$ cat src/rtl/conv_window_buffer_if.sv
// Pixel-in / window-out handshake bundle for conv_window_buffer.
// The buffer takes the slave side; the pixel source and window consumer form the master side.
interface conv_window_buffer_if #(
  parameter int unsigned DATA_W   = 8,
  parameter int unsigned CHANNELS = 1,
  parameter int unsigned WIN_W    = 3,
  parameter int unsigned WIN_H    = 3
);
  localparam int unsigned PIX_W = DATA_W * CHANNELS;

  logic                           sof;
  logic [PIX_W-1:0]               in_data;
  logic                           in_valid;
  logic                           in_ready;
  logic [PIX_W*WIN_W*WIN_H-1:0]   window_out;
  logic                           window_valid;
  logic                           out_ready;
  logic                           frame_done;

  modport master (
    output sof, in_data, in_valid, out_ready,
    input  in_ready, window_out, window_valid, frame_done
  );

  modport slave (
    input  sof, in_data, in_valid, out_ready,
    output in_ready, window_out, window_valid, frame_done
  );
endinterface

$ cat src/rtl/conv_window_buffer.sv
// Streaming WIN_H x WIN_W sliding-window generator over a raster pixel stream.
// Windows are flagged valid only when fully inside the image (no row/frame wrap).
module conv_window_buffer #(
  parameter int unsigned DATA_W   = 8,
  parameter int unsigned CHANNELS = 1,
  parameter int unsigned WIN_W    = 3,
  parameter int unsigned WIN_H    = 3,
  parameter int unsigned IMG_W    = 4,
  parameter int unsigned IMG_H    = 4
) (
  input logic                  clock,
  input logic                  reset,
  conv_window_buffer_if.slave  bus
);
  localparam int unsigned PIX_W = DATA_W * CHANNELS;
  localparam int unsigned DEPTH = (WIN_H - 1) * IMG_W + WIN_W;
  localparam int unsigned COL_W = (IMG_W > 1) ? $clog2(IMG_W) : 1;
  localparam int unsigned ROW_W = (IMG_H > 1) ? $clog2(IMG_H) : 1;

  localparam logic [COL_W-1:0] COL_LAST = COL_W'(IMG_W - 1);
  localparam logic [ROW_W-1:0] ROW_LAST = ROW_W'(IMG_H - 1);
  localparam logic [COL_W-1:0] COL_MIN  = COL_W'(WIN_W - 1);
  localparam logic [ROW_W-1:0] ROW_MIN  = ROW_W'(WIN_H - 1);

  logic [DEPTH-1:0][PIX_W-1:0]  r_shift;
  logic [COL_W-1:0]             r_col;
  logic [ROW_W-1:0]             r_row;
  logic                         r_window_valid;
  logic                         r_frame_done;

  logic [COL_W-1:0]             w_col;
  logic [ROW_W-1:0]             w_row;
  logic                         w_in_ready;
  logic                         w_accept;
  logic                         w_col_last;
  logic                         w_row_last;
  logic                         w_win_ok;
  logic [PIX_W*WIN_W*WIN_H-1:0] w_window;

  assign w_in_ready = !(r_window_valid && !bus.out_ready);
  assign w_accept   = bus.in_valid && w_in_ready;

  // sof forces the accepted pixel to (0,0); stale shift contents are masked by w_win_ok
  assign w_col      = bus.sof ? '0 : r_col;
  assign w_row      = bus.sof ? '0 : r_row;
  assign w_col_last = (w_col == COL_LAST);
  assign w_row_last = (w_row == ROW_LAST);
  assign w_win_ok   = (w_row >= ROW_MIN) && (w_col >= COL_MIN);

  always_ff @(posedge clock or negedge reset) begin
    if (!reset) begin
      r_shift        <= '0;
      r_col          <= '0;
      r_row          <= '0;
      r_window_valid <= 1'b0;
      r_frame_done   <= 1'b0;
    end else begin
      r_frame_done <= w_accept && w_row_last && w_col_last;
      if (w_accept) begin
        r_shift[0] <= bus.in_data;
        for (int unsigned i = 1; i < DEPTH; i++) begin
          r_shift[i] <= r_shift[i-1];
        end
        r_col          <= w_col_last ? '0 : w_col + 1'b1;
        r_row          <= w_col_last ? (w_row_last ? '0 : w_row + 1'b1) : w_row;
        r_window_valid <= w_win_ok;
      end else if (bus.out_ready) begin
        r_window_valid <= 1'b0;
      end
    end
  end

  // Element (r,c) is the pixel accepted r*IMG_W + c transfers ago; row 0 / newest at LSB
  always_comb begin
    w_window = '0;
    for (int unsigned r = 0; r < WIN_H; r++) begin
      for (int unsigned c = 0; c < WIN_W; c++) begin
        w_window[(r*WIN_W + c)*PIX_W +: PIX_W] = r_shift[r*IMG_W + c];
      end
    end
  end

  assign bus.in_ready     = w_in_ready;
  assign bus.window_out   = w_window;
  assign bus.window_valid = r_window_valid;
  assign bus.frame_done   = r_frame_done;
endmodule

$ cat src/flat_wrapper.sv
// flat-port wrapper written by rule: the top's interface ports become plain ports
module conv_window_buffer_flat 
#(
  parameter int unsigned DATA_W   = 8,
  parameter int unsigned CHANNELS = 1,
  parameter int unsigned WIN_W    = 3,
  parameter int unsigned WIN_H    = 3,
  parameter int unsigned IMG_W    = 4,
  parameter int unsigned IMG_H    = 4
)
  (clock, reset, bus_sof, bus_in_data, bus_in_valid, bus_out_ready, bus_in_ready, bus_window_out, bus_window_valid, bus_frame_done);
  conv_window_buffer_if #(.DATA_W(DATA_W), .CHANNELS(CHANNELS), .WIN_W(WIN_W), .WIN_H(WIN_H)) bus_i ();
  input logic clock;
  input logic reset;
  input wire logic [$bits(bus_i.sof)-1:0] bus_sof;
  input wire logic [$bits(bus_i.in_data)-1:0] bus_in_data;
  input wire logic [$bits(bus_i.in_valid)-1:0] bus_in_valid;
  input wire logic [$bits(bus_i.out_ready)-1:0] bus_out_ready;
  output wire logic [$bits(bus_i.in_ready)-1:0] bus_in_ready;
  output wire logic [$bits(bus_i.window_out)-1:0] bus_window_out;
  output wire logic [$bits(bus_i.window_valid)-1:0] bus_window_valid;
  output wire logic [$bits(bus_i.frame_done)-1:0] bus_frame_done;
  assign bus_i.sof = bus_sof;
  assign bus_i.in_data = bus_in_data;
  assign bus_i.in_valid = bus_in_valid;
  assign bus_i.out_ready = bus_out_ready;
  assign bus_in_ready = bus_i.in_ready;
  assign bus_window_out = bus_i.window_out;
  assign bus_window_valid = bus_i.window_valid;
  assign bus_frame_done = bus_i.frame_done;
  conv_window_buffer #(.DATA_W(DATA_W), .CHANNELS(CHANNELS), .WIN_W(WIN_W), .WIN_H(WIN_H), .IMG_W(IMG_W), .IMG_H(IMG_H)) u_core (.clock(clock), .reset(reset), .bus(bus_i));
endmodule
$ cat config.mk
export PLATFORM = sky130hd
export DESIGN_NAME = conv_window_buffer_flat
export DESIGN_NICKNAME = d
export VERILOG_FILES = /design/src/rtl/conv_window_buffer_if.sv /design/src/rtl/conv_window_buffer.sv /design/src/flat_wrapper.sv
export SDC_FILE = /design/constraint.sdc
export NUM_CORES = 1
export LEC_CHECK = 0
export BUFFER_PORTS_ARGS = -buffer_cell sky130_fd_sc_hd__buf_2
export CAP_MARGIN = 25
export CORE_ASPECT_RATIO = 0.6
export CORE_MARGIN = 4
export CORE_UTILIZATION = 51
export CTS_BUF_LIST = sky130_fd_sc_hd__clkbuf_4 sky130_fd_sc_hd__clkbuf_8
export CTS_CLUSTER_SIZE = 25
export DETAILED_ROUTE_END_ITERATION = 8
export GPL_TIMING_DRIVEN = 0
export HOLD_SLACK_MARGIN = 0.06
export PLACE_DENSITY = 0.78
export SYNTH_ARGS = -nofsm -noshare
export SYNTH_HDL_FRONTEND = slang
export SYNTH_SLANG_ARGS = --single-unit
$ cat constraint.sdc
create_clock -name clock -period 1.5 [get_ports clock]
set_input_delay 0.225 -clock clock [delete_from_list [all_inputs] [get_ports clock]]
set_output_delay 0.225 -clock clock [all_outputs]
set_load 0.03 [all_outputs]
== Yosys cells after proc, flatten, opt, wreduce, memory -nomap -nowiden ==
Cells that the tools add are included.
Storage, ports and cells
  flip-flop bits (word level): 94
  word-level logic and storage cells: 36
Cells by class
  $add $sub $neg: 2
  magnitude comparators: 2
  equal/unequal tests: 2
  mux-type cells: 7
  reductions and logical operators: 8
Operators by type and width (count)
  $mux 2: 5
  $logic_and 1x1->1: 5
  $add 2x1->2 const B: 2
  $eq 2x2->1 const B: 2
  $ge 2x2->1 const B: 2
  $logic_not 1->1: 2
  $mux 1: 2
  $reduce_bool 2->1: 1

== Longest topological paths before layout ==
  word-level depth: 6
  gate-level depth with buffers: 7
  depth with buffers taken out: 4

== Least setup slack after synthesis ==
No wires, ideal clock.
  path type: register -> register
  from: register u_core.r_window_valid (netlist: u_core.bus.window_valid)
  to: register u_core.r_shift, in the netlist u_core.bus.window_out[10]
  setup time: 0.125 ns
  arrival: 1.583 ns
  data required time: 1.375 ns
  slack: -0.208 ns
  cell stages (with the launch flop): 8
  period minus slack after synthesis: 1.708 ns
  cell sequence: dfrtp_1 -> nand2b_4 -> buf_6 -> and2_4 -> buf_6 -> buf_6 -> buf_6 -> mux2_4
Between the ends
  longest elaborated chain between the ends: 3
RTL lines
  start, declared: line conv_window_buffer.sv:28  | logic r_window_valid;
  start signal, assigned: line conv_window_buffer.sv:66  | r_window_valid <= w_win_ok;
  $logic_and 1x1->1: line conv_window_buffer.sv:40  | assign w_in_ready = !(r_window_valid && !bus.out_ready);
  $logic_not 1->1: line conv_window_buffer.sv:40
  named net bus_in_ready: line flat_wrapper.sv:19  | output wire logic [$bits(bus_i.in_ready)-1:0] bus_in_ready;
  $logic_and 1x1->1: line conv_window_buffer.sv:41  | assign w_accept = bus.in_valid && w_in_ready;
  end signal, assigned by index: line conv_window_buffer.sv:62  | r_shift[i] <= r_shift[i-1];
  end, declared: line conv_window_buffer.sv:25  | logic [DEPTH-1:0][PIX_W-1:0] r_shift;
The timed path passes the listed nets, and every way through them passes these cells.
A chain may end at the register's enable or synchronous reset.

== Final worst setup path ==
  from: register u_core.r_window_valid (netlist: u_core.bus.window_valid)
  to: register u_core.r_shift, in the netlist u_core.bus.window_out[34]
Between the ends
  longest elaborated chain between the ends: 3
RTL lines (line)
  $logic_and 1x1->1: conv_window_buffer.sv:40
  $logic_not 1->1: conv_window_buffer.sv:40
  $logic_and 1x1->1: conv_window_buffer.sv:41
Every way passes these cells.

==> flow_summary.json <==
{
  "status": "finished, final reports clean",
  "die_area_um2": 9760,
  "finClkSkew_ns": 0.00902,
  "antenna_found_initial": 0,
  "crit_chain": "nand2b_4, and2_4, buf_12, buf_12, mux2_2",
  "fin_tns_setup_ns": 0,
  "power_density_nw_per_um2": 1860,
  "cts_buffers": 9,
  "crit_type": "register to register",
  "hpwl_mm": 5.06,
  "min_path_type": "primary input to register",
  "rows": 25,
  "crit_path_max_fanout": 7,
  "relSlewSlack": 0.589,
  "crit_family": "flip-flops",
  "cp_slowest_cell": "dfrtp_2",
  "n_antenna_cell": 0,
  "grt_max_degree": 49,
  "ys_warn_count": 0,
  "grt_usage": 0.157,
  "crit_top_cell": "buf_12",
  "fmax_mhz": 695,
  "cts.clk_slew.worst_paths_ns": 0.09,
  "yosysUniqueCellTypes": 17,
  "avgSynthCellArea_um2": 14.7,
  "start_util": 0.529,
  "maxCapViolations": 0,
  "wl_per_cell_um": 14.0,
  "route.detailed.drc": 0,
  "synth_seq_cells": 94,
  "fin_area_um2": 5070,
  "cellLeakagePower_nw": 2.53,
  "grt_pass1_wl_mm": 12.0,
  "overflow": 0,
  "ios": 88,
  "vias": 2313,
  "worstPathArrival_ns": 1.69,
  "syn_inst": 285,
  "crit_buf_inv": 2,
  "fin_crit_ns": 1.44,
  "grt_pass1_vias": 2385,
  "ys_seq_area_frac": 0.562,
  "cts_tree": "built",
  "portBuffers": 87,
  "placeableCoreArea_um2": 7910,
  "syn_area_um2": 4180,
  "start_kind": "register",
  "gp_congestion": 0.788,
  "r2r_cells": 5,
  "hold_violations": 0,
  "fp.dieW_um": 125,
  "setup_viol": 0,
  "worst_hold_slack_ns": 0.0927,
  "ir_drop_mv": 0.782,
  "routed_via_density": 4.63,
  "place_area_um2": 4800,
  "synth_fp_nets": 300,
  "end_kind": "register",
  "path_depth": 5,
  "final_util": 0.640,
  "cp_slowest_stage_delay_ns": 0.43,
  "drive_gt1_frac": 0.719,
  "finalWirelength_mm": 7.00,
  "final-max-slew-violation-count": 0,
  "dr.pass1.iters": 3,
  "cp_data_required_time_ns": 1.75,
  "worstMarginPinSlew_ns": 0.616,
  "clk_latency_ns": 0.36,
  "htree_levels": 3,
  "period_share": 0.960,
  "cts_max_path_buffers": 2,
  "syn_to_final_growth_pct": 21.1,
  "die_y_um": 78.2,
  "drt_iter0_markers": 126,
  "ant_nets": 0,
  "layout.nets": 402,
  "cts.sinks": 94,
  "min_path_cells": 2,
  "cts.root.buffer_cell": "clkbuf_8"
}
==> worst reg2reg max path: cells and delay by family (launching register included) <==
kind                   cells  cell delay (ns)
DFF                        1             0.43
and+or+nand+nor            2             0.30
buffers and inverters      2             0.27
muxes                      1             0.33
==> where the power goes <==
part | leakage [nW] | internal, W | switching, W | total, W
combinational | 1.31 | 0.00188 | 0.00200 | 0.00388
sequential | 1.12 | 0.00333 | 0.000543 | 0.00387
clock | 0.102 | 0.000809 | 0.000846 | 0.00166
total | 2.53 | 0.00602 | 0.00339 | 0.00941
==> logic make-up (layout without fill, tap and decap cells) <==
| logic type | Yosys count | count (layout) | synth area share |
|---|---|---|---|
| DFF | 94 | 94 | 0.562 |
| muxes | 90 | 90 | 0.257 |
| buffers and inverters | 83 | 190 | 0.150 |
| and+or+nand+nor | 10 | 10 | 0.0159 |
| AOI/OAI and AO/OA | 6 | 6 | 0.00927 |
| adders and majority gates | 2 | 2 | 0.00598 |
==> routing by layer <==
metal  up-vias  part of all wire  wire length, um  global-route usage
met5         -                 0                0                   0
met4         0            0.0090               63              0.0357
met3         8             0.084              590              0.0734
met2        67              0.42             2930               0.220
met1      1126              0.49             3420               0.222
li1       1112                 -                -                   -
==> layout make-up <==
class | instances | area (um^2)
tap | 108 | 135
buffer | 80 | 626
fill | 605 | 2850
timing repair buffer | 94 | 549
clock inverter | 6 | 61.3
multi-input combinational | 108 | 1200
sequential | 94 | 2350
clock buffer | 10 | 138
==> cells in the final DEF, fill, tap and decap left out, drive strengths merged <==
cell and instances:
nand2 2, nand3 1, bufinv 1, o211ai 1, a21oi 3, and2 1
clkinv 4, buf 173, nor2b 4, and3 1, nand2b 1, a31oi 1
clkbuf 10, a32o 1, mux2 90, clkinvlp 1, ha 2, dfrtp 94
dlygate4sd3 1
==> Yosys cell counts <==
| cell type | count | area (um^2) |
|---|---|---|
| nand3_1 | 1 | 5.00 |
| ha_1 | 2 | 25.0 |
| buf_6 | 5 | 56.3 |
| o211ai_1 | 1 | 7.51 |
| nand2_1 | 2 | 7.51 |
| buf_2 | 6 | 30.0 |
| mux2_2 | 74 | 833 |
| dfrtp_1 | 94 | 2350 |
| nor2b_1 | 4 | 25.0 |
| buf_4 | 72 | 541 |
| nand2b_4 | 1 | 13.8 |
| and2_4 | 1 | 8.76 |
| mux2_4 | 16 | 240 |
| and3_1 | 1 | 6.26 |
| a31oi_1 | 1 | 6.26 |
| a21oi_1 | 3 | 15.0 |
| a32o_1 | 1 | 10.0 |
==> flip-flops by register name, summed over array words and instances, names as in the netlist <==
signal and flops:
u_core.bus.window_out 72, u_core.r_shift 16, u_core.r_col 2, u_core.r_row 2, u_core.bus.frame_done 1, u_core.bus.window_valid 1
==> worst paths after layout <==
path,startpoint,end,slack (ns)
worst min-delay path,bus_in_data[6],u_core.bus.window_out[6],0.09
worst max register to register,u_core.bus.window_valid,u_core.bus.window_out[34],0.06
max in group asynchronous,reset,u_core.bus.window_out[42],0.43
worst max-delay path,u_core.bus.window_valid,u_core.bus.window_out[34],0.06
min in group asynchronous,reset,u_core.bus.window_out[55],0.43
worst min register to register,u_core.r_col[1],u_core.r_col[1],0.50
==> per-stage QoR <==
stage          power (W)  cells  setup WS [ns]
5_1_grt          0.00997    500      -0.000231
6_report         0.00941    500         0.0602
3_5_place_dp     0.00785    481         -0.139
4_1_cts          0.00955    499        0.00401
3_3_place_gp     0.00773    480         -0.828
2_1_floorplan    0.00688    285         -0.123
==> timing repair <==
action | CTS | global route
setup buffers | 2 | 2
hold buffers | 1 | 0
endpoints found under the setup margin | 76 | 12
gates cloned | 1 | 0
resized for setup | 10 | 1
hold endpoints to repair | 46 | 0
(Power assumes the default switching activity.)
